<file path="src/rtl/product_accumulator.sv">
// product_accumulator: sums FRAME_LEN unsigned 8-bit products into a saturating
// ACC_W-bit accumulator and presents one result per frame; 1-cycle result latency,
// input stalls (in_ready=0) while a result waits for out_ready.
// Ports: clk/rst (async active-high), clr (sync frame abort),
//        in_valid/in_ready/in_product (product stream),
//        out_valid/out_ready/out_sum/out_ovf (frame result, zero when not valid).
module product_accumulator #(
  parameter int FRAME_LEN = 8,
  parameter int ACC_W     = 16
) (
  input  logic             clk,
  input  logic             rst,
  input  logic             clr,
  input  logic             in_valid,
  output logic             in_ready,
  input  logic [7:0]       in_product,
  output logic             out_valid,
  input  logic             out_ready,
  output logic [ACC_W-1:0] out_sum,
  output logic             out_ovf
);

  localparam int                 CNT_W   = $clog2(FRAME_LEN + 1);
  localparam logic [CNT_W-1:0]   LAST    = CNT_W'(FRAME_LEN);
  localparam logic [ACC_W:0]     SAT_MAX = {1'b0, {ACC_W{1'b1}}};

  typedef enum logic [1:0] {IDLE, ACC, DONE} state_t;

  state_t           r_state, w_state_nxt;
  logic [ACC_W-1:0] r_acc, w_acc_nxt;
  logic [CNT_W-1:0] r_cnt, w_cnt_nxt;
  logic             r_ovf, w_ovf_nxt;
  // Low during reset and until the first edge after it, so in_ready is 0 while
  // rst is high even though the state register already reads IDLE.
  logic             r_live;

  logic             w_in_xfer;
  logic             w_out_xfer;
  logic [ACC_W:0]   w_sum;
  logic             w_clip;
  logic [CNT_W-1:0] w_cnt_inc;

  assign in_ready   = r_live && (r_state != DONE);
  assign out_valid  = (r_state == DONE);
  assign out_sum    = out_valid ? r_acc : '0;
  assign out_ovf    = out_valid & r_ovf;

  assign w_in_xfer  = in_valid & in_ready;
  assign w_out_xfer = out_valid & out_ready;

  // One extra bit of headroom so the sum never wraps before the clip test.
  assign w_sum      = {1'b0, r_acc} + {{(ACC_W-7){1'b0}}, in_product};
  assign w_clip     = (w_sum > SAT_MAX);
  assign w_cnt_inc  = r_cnt + 1'b1;

  always_comb begin
    w_state_nxt = r_state;
    w_acc_nxt   = r_acc;
    w_cnt_nxt   = r_cnt;
    w_ovf_nxt   = r_ovf;
    if (clr) begin
      // Abort wins over any coincident handshake on this edge.
      w_state_nxt = IDLE;
      w_acc_nxt   = '0;
      w_cnt_nxt   = '0;
      w_ovf_nxt   = 1'b0;
    end else begin
      case (r_state)
        IDLE: begin
          if (w_in_xfer) begin
            w_acc_nxt   = {{(ACC_W-8){1'b0}}, in_product};
            w_cnt_nxt   = CNT_W'(1);
            w_ovf_nxt   = 1'b0;
            w_state_nxt = (LAST == CNT_W'(1)) ? DONE : ACC;
          end
        end
        ACC: begin
          if (w_in_xfer) begin
            w_acc_nxt = w_clip ? {ACC_W{1'b1}} : w_sum[ACC_W-1:0];
            w_ovf_nxt = r_ovf | w_clip;
            w_cnt_nxt = w_cnt_inc;
            if (w_cnt_inc == LAST) begin
              w_state_nxt = DONE;
            end
          end
        end
        DONE: begin
          if (w_out_xfer) begin
            w_state_nxt = IDLE;
            w_acc_nxt   = '0;
            w_cnt_nxt   = '0;
            w_ovf_nxt   = 1'b0;
          end
        end
        default: begin
          w_state_nxt = IDLE;
          w_acc_nxt   = '0;
          w_cnt_nxt   = '0;
          w_ovf_nxt   = 1'b0;
        end
      endcase
    end
  end

  always_ff @(posedge clk or posedge rst) begin
    if (rst) begin
      r_state <= IDLE;
      r_acc   <= '0;
      r_cnt   <= '0;
      r_ovf   <= 1'b0;
      r_live  <= 1'b0;
    end else begin
      r_state <= w_state_nxt;
      r_acc   <= w_acc_nxt;
      r_cnt   <= w_cnt_nxt;
      r_ovf   <= w_ovf_nxt;
      r_live  <= 1'b1;
    end
  end

endmodule
</file>
<file path="config.mk">
export PLATFORM = sky130hd
export DESIGN_NAME = product_accumulator
export DESIGN_NICKNAME = d
export VERILOG_FILES = /design/src/rtl/product_accumulator.sv
export SDC_FILE = /design/constraint.sdc
export NUM_CORES = 1
export LEC_CHECK = 0
export CAP_MARGIN = 10
export CORE_ASPECT_RATIO = 0.7
export CORE_MARGIN = 4
export CORE_UTILIZATION = 35
export DETAILED_ROUTE_END_ITERATION = 8
export GPL_ROUTABILITY_DRIVEN = 0
export PLACE_DENSITY = 0.68
export SLEW_MARGIN = 20
export SYNTH_ARGS = -nofsm -noshare
export SYNTH_HDL_FRONTEND = slang
export SYNTH_SLANG_ARGS = --single-unit
</file>
<file path="constraint.sdc">
create_clock -name clk -period 2.3 [get_ports clk]
set_input_delay 0.46 -clock clk [delete_from_list [all_inputs] [get_ports clk]]
set_output_delay 0.46 -clock clk [all_outputs]
set_load 0.005 [all_outputs]
</file>
# == Word-level counts from Yosys, hierarchy flattened ==
# Cells that the tools add are included.
# totals
reg_bits,24
latchBits,0
ram_bits,0
rom_bits,0
in_bits,13
elab_cells,47
memories,0
# op_classes
add_sub_neg,2
n_mul,0
n_div,0
magnitude_cmp,1
n_eq_ne,8
n_shift,0
muxes,23
n_bitwise,4
reduce_logical,4
# ops
cell,n
2-to-1 mux 16 bit,6
one-hot mux 16 bit (3 select lines),1
adder 16 x 8 -> 17 bit,1
"greater-than comparator 17 x 16 -> 1 bit, second input constant",1
2-to-1 mux 4 bit,4
one-hot mux 4 bit (3 select lines),1
2-to-1 mux 2 bit,5
"inequality test 3 bit, second input constant",3
one-hot mux 2 bit (3 select lines),1
"adder 4 x 1 -> 4 bit, second input constant",1
"== test 4 bit, second input constant",1
2-to-1 mux 1 bit,4
AND reduction 4 bit,1
AND 1 bit,3
"inequality test 3 x 2 -> 1 bit, second input constant",1
one-hot mux 1 bit (3 select lines),1
AND reduction 3 bit,1
"== test 2 x 1 -> 1 bit, second input constant",1
"== test 2 bit, second input constant",1
zero test 2 bit,1
"inequality test 2 bit, second input constant",1
logical AND 1 bit,1
OR 1 bit,1

# == Longest topological paths before layout ==
# Gate-level depths: netlist of run 1.
# depth
word_depth,6
mapped_depth,9
ltp_nobuf,8

# == Worst setup path after synthesis of run 1 ==
# Ideal clock, no wire load.
# synth_path
path_kind,input to register
startpoint,in in_product[0]
endpoint,reg r_acc[10]
setup_time_ns,0.137
t_arrival_ns,1.960
t_required_ns,2.163
slack_ns,0.203
path_stages,8
path_cell_list,ha_1 -> inv_1 -> fa_1 -> nor2b_1 -> o31ai_2 -> a21oi_1 -> a31o_2 -> a21oi_1
# synth_between
elab_chain_len,6
# synth_lines
item,line_no,source
from (decl),16,"input logic [7:0] in_product,"
adder 16 x 8 -> 17 bit *,52,"assign w_sum = {1'b0, r_acc} + {{(ACC_W-7){1'b0}}, in_product};"
greater-than comparator 17 x 16 -> 1 bit,53,assign w_clip = (w_sum > SAT_MAX);
2-to-1 mux 16 bit *,79,w_acc_nxt = w_clip ? {ACC_W{1'b1}} : w_sum[ACC_W-1:0];
2-to-1 mux 16 bit *,78,if (w_in_xfer) begin
one-hot mux 16 bit (3 select lines) *,68,case (r_state)
2-to-1 mux 16 bit *,61,if (clr) begin
to (signal assigned),114,r_acc <= w_acc_nxt;
to (decl),30,"logic [ACC_W-1:0] r_acc, w_acc_nxt;"
# Mark *: on every way between the ends. The rest lies on a longest branch, timed or not. The select of a mux whose other input is x is not followed.
# A chain may end at the register's enable or synchronous reset.

# == Worst setup path after layout of run 1 ==
# layout_path
startpoint,in in_product[7]
endpoint,reg r_acc[13]
# Same word-level chain as after synthesis.

==> results of run 1 <==
-- critical path: stages --
cell and delay, ns:
clkdlybuf4s50_1 0.49, ha_2 0.31, and3_1 0.21, a221oi_2 0.37, buf_4 0.19, a21oi_1 0.09, nor3b_2 0.16, nor3_1 0.18
-- layer usage --
layer	part of all wire, %	vias to the layer above
met4	2.2	0
met5	0	-
met3	7.4	15
met2	41	65
met1	49	850
li1	-	905
-- timing repair --
item,CTS,global route
pin swaps,1,5
buffers inserted,0,1
gates resized for setup,6,17
endpoints found under the setup margin,19,32
-- through the flow --
| stage | hold WS (ns) | power, uW | utilization, % | instance area, um^2 |
|---|---|---|---|---|
| 6_report | 0.483 | 1170 | 52.7 | 2570 |
| 4_1_cts | 0.525 | 1140 | 50.6 | 2470 |
| 5_1_grt | 0.526 | 1240 | 52.7 | 2570 |
| 3_3_place_gp | 0.493 | 820 | 49.2 | 2400 |
| 2_1_floorplan | 0.454 | 676 | - | 1800 |
| 3_5_place_dp | 0.499 | 828 | 49.2 | 2400 |
-- registers in the layout (all words and copies together), names as in the netlist --
name     flops
r_acc       16
r_cnt        4
r_state      2
r_live       1
r_ovf        1
-- where the power goes --
group	leakage [uW]	internal [uW]	switching (uW)	total, uW
sequential	0.000319	446	28.6	474
clock	0.0000288	153	150	304
combinational	0.000783	204	187	392
total	0.00113	804	366	1170
-- cells in the mapped netlist (3+ instances only) --
cell,n,area [um^2]
ha_1,9,113
nor2_1,10,37.5
a31oi_1,3,18.8
nand3_1,18,90.1
o21ai_0,12,60.1
xnor2_1,4,35.0
a21oi_1,19,95.1
a21o_1,7,52.6
clkbuf_1,5,18.8
dfrtp_1,24,601
buf_2,4,20.0
nor2b_1,4,25.0
and2_1,17,106
a211oi_1,4,30.0
inv_1,7,26.3
and3_1,6,37.5
nor3_1,5,25.0
nand2_1,19,71.3
-- worst max-delay path by stage --
stage | to | startpoint | slack (ns) | depth (start not counted)
floorplan | r_acc[10]$_DFFE_PP0P_ | in_product[0] | 0.20 | 8
global placement | r_acc[1]$_DFFE_PP0P_ | in_product[0] | -0.33 | 10
detailed placement | r_acc[1]$_DFFE_PP0P_ | in_product[6] | -0.37 | 9
CTS | r_acc[13]$_DFFE_PP0P_ | in_product[6] | 0.006 | 9
global route | r_acc[11]$_DFFE_PP0P_ | in_product[7] | -0.06 | 9
finish | r_acc[13]$_DFFE_PP0P_ | in_product[7] | 0.04 | 8
-- kinds of logic (layout without fill, tap and decap cells) --
logic type,Yosys count,after routing,synth area share (%)
other cells,1,1,0.208
compound gates,68,68,25.8
fa+ha+maj,10,10,7.36
xor+xnor,4,4,1.94
flops,24,24,33.3
simple gates,91,91,27.1
buf+inv,17,77,4.24
-- final cells by class --
class	instances	area (um^2)
clock buffers	4	55.1
fillers	477	2310
inverters	7	26.3
multi-input cells	174	1220
flip-flops and latches	24	602
well taps	69	86.3
repair buffers	66	588
==> reports/results.tsv, run 1 <==
metric	value	unit
Die X	93.8	um
CP Data Arrival Time	2.46	ns
Post-DRT Antenna Nets	0	
Hold Crit Depth	3	
commonest non-fill, non-tap cells in the layout	33 x buf_4, 28 x clkdlybuf4s50_1, 23 x dfrtp_1	
clock sinks	24	
Syn Nets	238	
post-DP HPWL	3.83	mm
FF-to-FF setup slack	0.22	ns
Die Y-Extent	68.0	um
worst setup margin	0.0357	ns
Req. time, crit path	2.50	ns
Period Utilization, post-route	98.4	%
total gr overflow	0	
die area	6380	um^2
Yosys reg bits	24	
clock-pin slew on the worst setup and hold paths	0.09	ns
share of layout cells above drive strength 1	22.5	%
Syn Area/Cell	8.38	um^2
Residual DRC	0	
max cap viols	0	
CTS buffer count	3	
number of global-route vias before repair	1767	
Setup Skew	0.00446	ns
Area growth syn-to-layout	42.9	%
Reg2Reg Launch Point	r_acc[0]$_DFFE_PP0P_	
r2r endpoint	r_acc[13]$_DFFE_PP0P_	
Pleak	0.00113	uW
setup TNS	0	ns
Nets	299	
synthesized area	1800	um^2
Most used DFF post-synth	dfrtp_1	
Hold Buf Count CTS	0	
Mapped Cells	215	
1st-iter DRT viols	92	
initial core utilization	36.9	%
initial antenna violation count	0	
Critical Path Fanout Max	5	
final WL	5.17	mm
I/O pin count	32	
met3 usage	3.74	%
largest net degree at the start of global routing	25	
min Tclk post-route	2.26	ns
core box area	4890	um^2
critical path class	primary input to flip-flop	
GRT met1 Usage	24.3	%
Clock Latency Late Sink	0.28	ns
Max Clk Rate	0.442	GHz
library cells used by synthesis	47	
Pins Over Slew Limit	0	
worst hold path type	primary input to flip-flop	
min-delay src	in_product[0]	
row cnt	21	
Critical Path End Type	flip-flop	
outcome	completed	
TritonRoute pass-1 iters	4	
clk buf depth	2	
GRT met2 Usage	26.3	%
cells on worst reg2reg path	9	
synth warn	0	
Port-buffer cells	31	
Avg WL per Cell	15.0	um
register area share after synthesis	33.3	%
via count	1835	
PwrDens	454	nW/um^2
EDFF count, synth	0	
first-pass GRT wire length	8.61	mm
most used routing layer	met2	
Max VDD drop	0.302	mV
placed cell count	339	
CTS tree	yes	
Root Driver	clkbuf_8	
GRT Util Overall	17.2	%
commonest non-fill, non-tap cell in the layout	buf_4	
fin cells	344	
Async SR Flop Fraction	100	%
endpoints failing setup	0	
Via-to-Cell Ratio	5.33	
dpl ws	-0.372	ns
critical path launch point type	primary input	
ANT cells	0	
Final Hold Viols	0	
CTS HTree Levels	1	
sink of the worst hold path	r_acc[0]$_DFFE_PP0P_	
Power figures use the tool's default switching activity.
==> run 2, diff against run 1 <==
Settings changed: CTS_CLUSTER_SIZE set to 25.
==> results of run 2 <==
The final DEF is identical to that of run 1; final timing and power are the same.
==> run 3, diff against run 2 <==
--- a/constraint.sdc
+++ b/constraint.sdc
@@ -3,2 +3,2 @@
 set_output_delay 0.46 -clock clk [all_outputs]
-set_load 0.005 [all_outputs]
+set_load 0.1 [all_outputs]
==> run 3 against run 2 <==
  * Final area grew 7.5%
  * First-iteration DRC count grew 20%
  * Non-clock buffer count shrank 4
  * Utilization grew 4.0 points
  * Via count shrank 0.60%
  * Largest cell class unchanged
  * Sequential share of layout area shrank 1.7 points
  * Global-route usage shrank 0.57 points
  * Routed wire length shrank 1.3%
  * Power shrank 0.75%
  * Cell count shrank 1.2%
  * Hold slack gained 0.045 ns
  * Sequential power grew 0.8%
==> reports/results.tsv, run 3 (synthesis results as in run 1) <==
metric	value	unit	change
outcome	completed		
Critical Path End Type	flip-flop		
Multi-input gate area	1240	um^2	+2.3%
r2r endpoint	r_acc[8]$_DFFE_PP0P_		
Die Y-Extent	68.0	um	unchanged
Clock Latency Late Sink	0.28	ns	about the same
Critical Path Fanout Max	5		unchanged
Root Driver	clkbuf_8		
initial core utilization	36.9	%	unchanged
Reg2Reg Launch Point	r_acc[0]$_DFFE_PP0P_		
max reg flops	16		unchanged
Avg WL per Cell	15.0	um	about the same
CP Data Arrival Time	2.40	ns	-0.06 ns
PwrDens	419	nW/um^2	-7.7%
RSZ-0062 raised after global routing	no		
final instance area	2770	um^2	+7.5%
post-DP HPWL	3.84	mm	+0.10%
commonest non-fill, non-tap cells in the layout	28 x buf_4, 24 x dfrtp_1, 20 x buf_12		
largest net degree at the start of global routing	25		unchanged
max cap viols	0		unchanged
cells on worst reg2reg path	9		unchanged
FF/Latch Area	601	um^2	-0.21%
ANT cells	0		unchanged
Pins Over Slew Limit	0		unchanged
Area after DPL	2600	um^2	+8.0%
dpl ws	-0.451	ns	-0.0795 ns
row cnt	21		unchanged
endpoints failing setup	0		unchanged
initial antenna violation count	0		unchanged
Residual DRC	0		unchanged
TritonRoute pass-1 iters	4		unchanged
clock sinks	24		unchanged
I/O pin count	32		unchanged
Via-to-Cell Ratio	5.36		+0.57%
clock-pin slew on the worst setup and hold paths	0.10	ns	about the same
critical path launch point type	primary input		
Max Clk Rate	0.448	GHz	+1.5%
Die X	93.8	um	unchanged
biggest regs	r_acc: 16 flops, r_cnt: 4 flops, r_state: 2 flops		
number of global-route vias before repair	1721		-2.6%
clk buf depth	2		unchanged
min Tclk post-route	2.23	ns	-0.0345 ns
fill count	457		-4.2%
Post-DRT Antenna Nets	0		unchanged
first-pass GRT wire length	8.36	mm	-3.0%
GRT Util Overall	16.6	%	-0.57 points
Hold Buf Count CTS	0		unchanged
Setup Skew	0.0109	ns	+0.00639 ns
Final Hold Viols	0		unchanged
core box area	4890	um^2	unchanged
CTS HTree Levels	1		unchanged
Period Utilization, post-route	96.9	%	-1.5 points
die area	6380	um^2	unchanged
share of layout cells above drive strength 1	31.0	%	+8.5 points
register bank with the most flops	r_acc		
Port-buffer cells	31		unchanged
Req. time, crit path	2.47	ns	-0.03 ns
via count	1824		-0.60%
Final Hold Slack	0.528	ns	+0.0447 ns
critical path class	primary input to flip-flop		
worst hold path type	primary input to async pin		
Layout Utilization	56.7	%	+4.0 points
commonest non-fill, non-tap cell in the layout	buf_4		
final WL	5.11	mm	-1.3%
worst setup margin	0.0702	ns	+0.0345 ns
total gr overflow	0		unchanged
1st-iter DRT viols	110		+20%
Max VDD drop	0.277	mV	-8.1%
Tot Pwr	1160	uW	-0.75%
Pleak	0.00121	uW	+6.7%
CTS buffer count	3		unchanged
FF-to-FF setup slack	0.19	ns	-0.03 ns
Area growth syn-to-layout	53.7	%	
CTS tree	yes		
Nets	295		-1.3%
==> run 3: where the power goes <==
group,total (uW),internal [uW],switching [uW]
logic,382,196,186
registers,478,446,31.9
clock network,302,153,148
total,1160,795,367
==> run 3: metrics by stage <==
stage / std cells / TNS, ns
finish: 340 / 0
detailed placement: 336 / -5.31
CTS: 340 / 0
global route: 340 / 0
floorplan: 215 / 0
global placement: 336 / -4.67
==> run 3: timing repair <==
action / CTS / global route
pin swaps: 4 / 5
setup buffers: 0 / 0
setup endpoints to repair: 11 / 13
gates resized for setup: 13 / 7
==> run 3: how the worst max path moves through the flow <==
stage | start | endpoint | slack, ns
after floorplan | r_state[0]$_DFFE_PP0P_ | out_sum[10] | 0.04
after global placement | in_product[0] | r_acc[8]$_DFFE_PP0P_ | -0.34
after detailed placement | in_product[0] | r_acc[8]$_DFFE_PP0P_ | -0.45
after CTS | in_product[4] | r_acc[15]$_DFFE_PP0P_ | 0.005
after global routing | in_product[4] | r_acc[1]$_DFFE_PP0P_ | 0.01
final | in_product[4] | r_acc[15]$_DFFE_PP0P_ | 0.07
==> run 3: final cells by class <==
class / count / share of cell area (%)
clock buffer: 4 / 1.99
sequential: 24 / 21.7
tap: 69 / 3.12
inverter: 7 / 0.949
multi-input combinational: 174 / 45.0
timing repair buffer: 62 / 27.3
==> run 3: critical path, cell delays in order <==
cell and delay [ns]:
clkdlybuf4s50_1 0.48, ha_4 0.33, a21o_1 0.17, a221oi_1 0.10, buf_4 0.16, a2111oi_2 0.35
buf_4 0.16, o21ai_0 0.07, o2bb2ai_1 0.14
==> run 3: routing by layer <==
metal  part of all wire, %  up-vias  global-route usage [%]
met5                     0        -                       0
met3                   5.3        6                    3.19
met4                  0.82        0                    3.42
met1                    53      870                    25.2
met2                    41       54                    24.4
li1                      -      894                       -
